<file path="config.mk">
export PLATFORM = sky130hd
export DESIGN_NAME = game_controller
export DESIGN_NICKNAME = d
export VERILOG_FILES = /design/src/rtl/game_controller_pkg.sv /design/src/rtl/game_controller_frame_divider.sv /design/src/rtl/game_controller.sv
export SDC_FILE = /design/constraint.sdc
export NUM_CORES = 1
export LEC_CHECK = 0
export ABC_AREA = 0
export CORE_MARGIN = 2
export CORE_UTILIZATION = 45
export CTS_BUF_LIST = sky130_fd_sc_hd__clkbuf_4 sky130_fd_sc_hd__clkbuf_8
export DETAILED_ROUTE_END_ITERATION = 10
export PLACE_DENSITY = 0.67
export RECOVER_POWER = 100
export SLEW_MARGIN = 20
export SYNTH_ARGS = -nofsm -noshare
export SYNTH_HDL_FRONTEND = slang
export SYNTH_SLANG_ARGS = --single-unit
</file>
<file path="constraint.sdc">
create_clock -name i_Clk -period 4.65 [get_ports i_Clk]
set_clock_uncertainty 0.05 [all_clocks]
set_input_delay 1.395 -clock i_Clk [delete_from_list [all_inputs] [get_ports i_Clk]]
set_output_delay 1.395 -clock i_Clk [all_outputs]
set_load 0.1 [all_outputs]
</file>
<file path="src/rtl/game_controller_pkg.sv">
// Shared types and constants for the road-crossing game controller.
// Holds the state encoding, the display range, the grid geometry and the car step period rule.
package game_controller_pkg;

  typedef enum logic [2:0] {
    S_IDLE  = 3'd0,
    S_PLAY  = 3'd1,
    S_HIT   = 3'd2,
    S_LEVEL = 3'd3,
    S_OVER  = 3'd4
  } state_t;

  localparam int LEVEL_RANGE  = 99;
  localparam int GRID_COLS    = 20;
  localparam int GRID_ROWS    = 15;
  localparam int ROW_W        = 4;
  localparam int FLASH_FRAMES = 8;

  // Every four levels shortens the period by one frame, down to a floor.
  function automatic logic [5:0] step_period(input logic [6:0] level, input int base,
                                             input int floor_p);
    logic [6:0] shifted;
    shifted = level >> 2;
    if (shifted >= 7'(base - floor_p)) return 6'(floor_p);
    return 6'(7'(base) - shifted);
  endfunction

endpackage

</file>
<file path="src/rtl/game_controller_frame_divider.sv">
// Counts qualified frame ticks and flags the tick that completes a programmable period.
// Down-counter reloaded on clear and on terminal count.
module frame_divider #(
  parameter int W = 7
) (
  input  logic         clk,
  input  logic         rst,
  input  logic         clear,
  input  logic         tick,
  input  logic [W-1:0] period,
  output logic         last
);

  logic [W-1:0] count;

  assign last = tick && (count == '0) && !clear;

  always_ff @(posedge clk or posedge rst) begin
    if (rst) begin
      count <= '0;
    end else if (clear || last) begin
      count <= period - 1'b1;
    end else if (tick) begin
      count <= count - 1'b1;
    end
  end

endmodule

</file>
<file path="src/rtl/game_controller.sv">
// Game sequencer: play/hit/level/over flow, level and lives counters, car scheduling.
// Decisions are taken on the frame tick cycle; all outputs are registered.
module game_controller
  import game_controller_pkg::*;
#(
  parameter int LIVES        = 3,
  parameter int MAX_LEVEL    = LEVEL_RANGE,
  parameter int GOAL_ROW     = 1,
  parameter int BASE_PERIOD  = 30,
  parameter int MIN_PERIOD   = 4,
  parameter int HIT_FRAMES   = 60,
  parameter int LEVEL_FRAMES = 30
) (
  input  logic       i_Clk,
  input  logic       i_reset,
  input  logic       i_frame_tick,
  input  logic       i_start,
  input  logic [3:0] i_player_y,
  input  logic       i_collision,
  output logic [2:0] o_state,
  output logic [6:0] o_level,
  output logic [1:0] o_lives,
  output logic       o_player_reset,
  output logic       o_cars_enable,
  output logic       o_car_step,
  output logic [5:0] o_car_period,
  output logic       o_flash,
  output logic       o_game_over
);

  state_t     state;
  logic       start_q;
  logic       start_rise;
  logic       coll_latch;
  logic       entry;
  logic       goal;
  logic       step_tick;
  logic       hold_tick;
  logic       flash_tick;
  logic       step_last;
  logic       hold_last;
  logic       flash_last;
  logic [6:0] hold_period;

  assign o_state     = state;
  assign start_rise  = i_start && !start_q;
  assign goal        = (i_player_y == ROW_W'(GOAL_ROW));
  // The exit frame neither advances the step count nor issues a step.
  assign step_tick   = i_frame_tick && (state == S_PLAY) && !coll_latch && !goal;
  assign hold_tick   = i_frame_tick && ((state == S_HIT) || (state == S_LEVEL));
  assign flash_tick  = i_frame_tick && (state == S_HIT);
  assign hold_period = (state == S_HIT) ? 7'(HIT_FRAMES) : 7'(LEVEL_FRAMES);

  frame_divider #(.W(6)) u_step (
    .clk(i_Clk), .rst(i_reset), .clear(entry), .tick(step_tick),
    .period(o_car_period), .last(step_last)
  );

  frame_divider #(.W(7)) u_hold (
    .clk(i_Clk), .rst(i_reset), .clear(entry), .tick(hold_tick),
    .period(hold_period), .last(hold_last)
  );

  frame_divider #(.W(4)) u_flash (
    .clk(i_Clk), .rst(i_reset), .clear(entry), .tick(flash_tick),
    .period(4'(FLASH_FRAMES)), .last(flash_last)
  );

  always_ff @(posedge i_Clk or posedge i_reset) begin
    if (i_reset) begin
      state          <= S_IDLE;
      start_q        <= 1'b0;
      coll_latch     <= 1'b0;
      entry          <= 1'b0;
      o_level        <= 7'd0;
      o_lives        <= 2'(LIVES);
      o_player_reset <= 1'b0;
      o_cars_enable  <= 1'b0;
      o_car_step     <= 1'b0;
      o_car_period   <= 6'(BASE_PERIOD);
      o_flash        <= 1'b0;
      o_game_over    <= 1'b0;
    end else begin
      start_q        <= i_start;
      entry          <= 1'b0;
      o_player_reset <= 1'b0;
      o_car_step     <= step_last;
      o_car_period   <= step_period(o_level, BASE_PERIOD, MIN_PERIOD);
      if (i_frame_tick) coll_latch <= 1'b0;
      else if (i_collision) coll_latch <= 1'b1;

      case (state)
        S_IDLE: begin
          if (start_rise) begin
            state          <= S_PLAY;
            entry          <= 1'b1;
            o_player_reset <= 1'b1;
            o_cars_enable  <= 1'b1;
            coll_latch     <= 1'b0;
          end
        end
        S_PLAY: begin
          if (i_frame_tick) begin
            if (coll_latch) begin
              state         <= S_HIT;
              entry         <= 1'b1;
              o_cars_enable <= 1'b0;
              o_flash       <= 1'b1;
              if (o_lives != 2'd0) o_lives <= o_lives - 2'd1;
            end else if (goal) begin
              state         <= S_LEVEL;
              entry         <= 1'b1;
              o_cars_enable <= 1'b0;
              o_level       <= (o_level == 7'(MAX_LEVEL)) ? 7'd0 : o_level + 7'd1;
            end
          end
        end
        S_HIT: begin
          if (hold_last) begin
            entry   <= 1'b1;
            o_flash <= 1'b0;
            if (o_lives == 2'd0) begin
              state       <= S_OVER;
              o_game_over <= 1'b1;
            end else begin
              state          <= S_PLAY;
              o_player_reset <= 1'b1;
              o_cars_enable  <= 1'b1;
            end
          end else if (flash_last) begin
            o_flash <= ~o_flash;
          end
        end
        S_LEVEL: begin
          if (hold_last) begin
            state          <= S_PLAY;
            entry          <= 1'b1;
            o_player_reset <= 1'b1;
            o_cars_enable  <= 1'b1;
          end
        end
        S_OVER: begin
          if (start_rise) begin
            state       <= S_IDLE;
            entry       <= 1'b1;
            o_game_over <= 1'b0;
            o_level     <= 7'd0;
            o_lives     <= 2'(LIVES);
            coll_latch  <= 1'b0;
          end
        end
        default: state <= S_IDLE;
      endcase
    end
  end

endmodule

</file>
==> impl_metrics.py <==
metrics = {
    "status": {
        "violations": "max-capacitance violations, max-slew violations",
        "status": "complete, but fails checks",
    },
    "detailed_routing": {
        "drtPass1Iterations": 4,
        "drc": 0,
        "wirelength_mm": 4.96,
        "vias_per_cell": 5.36,
        "detail_route.iter0.violations": 122,
        "post_drt_wl_per_cell_um": 14.0,
        "vias": 1898,
        "ant_nets": 0,
    },
    "sta": {
        "finalCritPeriodShare": 0.894,
        "max_freq_ghz": 0.241,
        "tns_ns": 0,
        "slew-limit-headroom": -0.516,
        "slew_violations": 44,
        "layout_min_cycle_time_ns": 4.16,
        "tightest_slew_ns": 2.27,
        "setup_viol": 0,
        "grt_setup_unrepaired": "no",
        "hold_viol": 0,
    },
    "die": {
        "ios": 32,
        "die-width_um": 77.3,
        "coreArea_mm2": 0.00514,
        "dieArea_mm2": 0.00597,
        "die_y_um": 77.3,
        "start_util": 0.470,
        "fp-row-count": 26,
    },
    "worst_setup_path": {
        "reg2reg_depth": 10,
        "critPathMaxFanout": 6,
        "r2r_setup_slack_ns": 1.74,
        "cp_common_cell": "mux2i_1",
        "start_kind": "primary input",
        "path_class": "in2reg",
        "worst_r2r_startpoint": "o_state[1]",
        "cp_top_family": "simple AND/OR/NAND/NOR gates",
        "cp_slowest_stage_delay_ns": 0.54,
        "critPathBufInv": 1,
        "slowest_stage": "dlygate4sd3_1",
        "r2r-end": "u_step.count[4]",
        "worstSetupEndpointType": "flip-flop",
        "crit_arrival_ns": 4.27,
        "cp.required_ns": 4.76,
        "path_cells": "dlygate4sd3_1 -> nor4b_2 -> nor3_1 -> a21oi_1 -> mux2i_1 -> ha_1 -> nand2_1 -> or4_1 -> xor2_1 -> mux2i_1",
    },
    "layout": {
        "register_area_mm2": 0.00108,
        "drive_gt1_frac": 0.0986,
        "syn2layout_area_growth_pct": 18.7,
        "fin_nets": 301,
        "final_util": 0.558,
        "antenna_cells": 0,
        "final.fill_count": 517,
        "multi_input_area_mm2": 0.00123,
    },
    "clocking": {
        "clkLatencyLatePin_ns": 0.30,
        "clock_path_buffers": 2,
        "clkTransAtPathRegs_ns": 0.08,
        "cts_buffers": 5,
        "cts_hold_buf": 0,
        "clkSinkCount": 43,
        "postCtsSetupRepairBufs": 0,
        "cts_tree": "yes",
        "cts_max_level": 2,
        "cts-resized-gates": 0,
        "cts_root_buf": "clkbuf_8",
    },
    "logic_synthesis": {
        "yosysMostFrequentCell": "dfrtp_1",
        "synthCells": 251,
        "synth.distinct_cells": 51,
        "synth_nets": 269,
        "syn_avg_cell_area_um2": 9.62,
        "ys_seq_area_frac": 0.449,
        "ys_ff_latch": 43,
        "ys.flop_type": "dfrtp_1",
        "syn_area_mm2": 0.00241,
        "yosys-top-cells-area": "dfrtp_1, dfstp_2, ha_1",
        "synthArstFlopShare": 1.00,
        "synth_edf_count": 0,
        "synth_top_cell_by_area": "dfrtp_1",
        "yosys_warnings": 0,
        "synth_top_area_frac": 0.383,
        "ys_top_cells_by_count": "dfrtp_1, nand2_1, nor2_1",
    },
    "placed_design": {
        "portBuffers": 31,
        "dp_hpwl_mm": 3.51,
        "gp_congestion": 0.809,
    },
    "global_routing": {
        "grt_usage": 0.183,
        "antenna_found_initial": 0,
        "grt_use_met1": 0.251,
        "grt_max_degree": 44,
        "grt_busiest_layer": "met2",
        "grt_overflow_total": 0,
        "met2_usage": 0.290,
        "grt_pass1_wl_mm": 8.83,
        "grt_pass1_vias": 1863,
        "grt_util_met3": 0.0365,
    },
    "power_and_ir_drop": {
        "leakagePower_uw": 0.00123,
        "p_per_area_mw_per_mm2": 516,
        "irDropWorstVdd_uv": 386,
    },
    "hold_path": {
        "hold_depth": 2,
        "hold_path_end": "o_game_over",
        "min-delay-start": "o_game_over",
        "hp-class": "reg2reg",
    },
    "run": {
        "max_cap_violations": 1,
    },
}
[cell families (layout without fill, tap and decap cells)]
group                      Yosys count  count (layout)  share of synthesized area
AOI/OAI and AO/OA                   53              53                      0.143
xor gates and xnor gates            12              12                     0.0435
adders and majority gates            9               9                     0.0466
buffers and inverters               20              53                     0.0363
DFF                                 43              43                      0.449
muxes                                7               7                     0.0290
other                                1               1                    0.00155
and+or+nand+nor                    106             106                      0.251
[worst min-delay path, delay by kind of cell, from the launching register on]
kind / cells / cell delay, ns
simple gates: 1 / 0.04
flops: 1 / 0.34
compound gates: 1 / 0.06
[power by group]
group | switching [µW] | internal, µW | leakage (µW)
Sequential | 105 | 477 | 0.000507
Combinational | 445 | 198 | 0.000674
Clock | 127 | 126 | 0.0000517
[metrics by stage]
stage	hold WS [ns]	instance area, µm²	total power, µW	setup slack [ns]	instances
after global placement	0.419	2790	1250	0.493	346
after floorplan	0.424	2410	1100	1.10	251
after global routing	0.473	2870	1570	0.251	354
after detailed placement	0.432	2790	1250	0.360	346
after CTS	0.449	2890	1510	0.698	354
final	0.431	2870	1480	0.493	354
[layout make-up]
class	instances	area share
sequential	43	0.378
clock inverter	1	0.00175
clock buffer	7	0.0314
multi-input combinational	188	0.430
timing repair buffer	35	0.115
inverter	10	0.0131
tap	70	0.0306
[state kept, by name (all words and copies together) (netlist names), 2 cells and up]
register	count
o_lives	2
u_flash.count	4
o_level	7
u_hold.count	7
o_car_period	6
u_step.count	6
o_state	3
[worst max path at each step]
stage,from,slack (ns),to,cells past startpoint
2_1_floorplan,i_player_y[1],1.10,u_step.count[4],9
3_3_place_gp,i_player_y[1],0.49,u_step.count[4],10
3_5_place_dp,i_player_y[1],0.36,u_step.count[4],10
4_1_cts,i_player_y[1],0.70,u_step.count[4],10
5_1_grt,i_player_y[1],0.25,u_step.count[4],10
6_report,i_player_y[1],0.49,u_step.count[4],10
[cells in the final DEF (no fill, tap or decap), drive strengths merged, types with 2 or more instances in the layout]
cell type / count
a211oi: 2
a21oi: 14
a221oi: 2
a22o: 2
a31oi: 8
and4bb: 2
clkbuf: 10
clkdlybuf4s50: 4
dfrtp: 37
dfstp: 6
dlygate4sd3: 27
ha: 9
inv: 10
mux2i: 7
nand2: 25
nand2b: 10
nand3: 7
nand3b: 3
nand4: 3
nor2: 19
nor2b: 6
nor3: 10
nor3b: 3
nor4b: 2
o21ai: 14
o22ai: 2
o31ai: 3
or2: 5
or3: 3
or3b: 2
xnor2: 5
xor2: 7
[layer usage]
layer  wire, µm  part of all wire
met2       2270              0.46
met5          0                 0
met1       2450              0.49
met4         68             0.014
met3        173             0.035
Note: power is estimated with default switching activity, not from simulation.
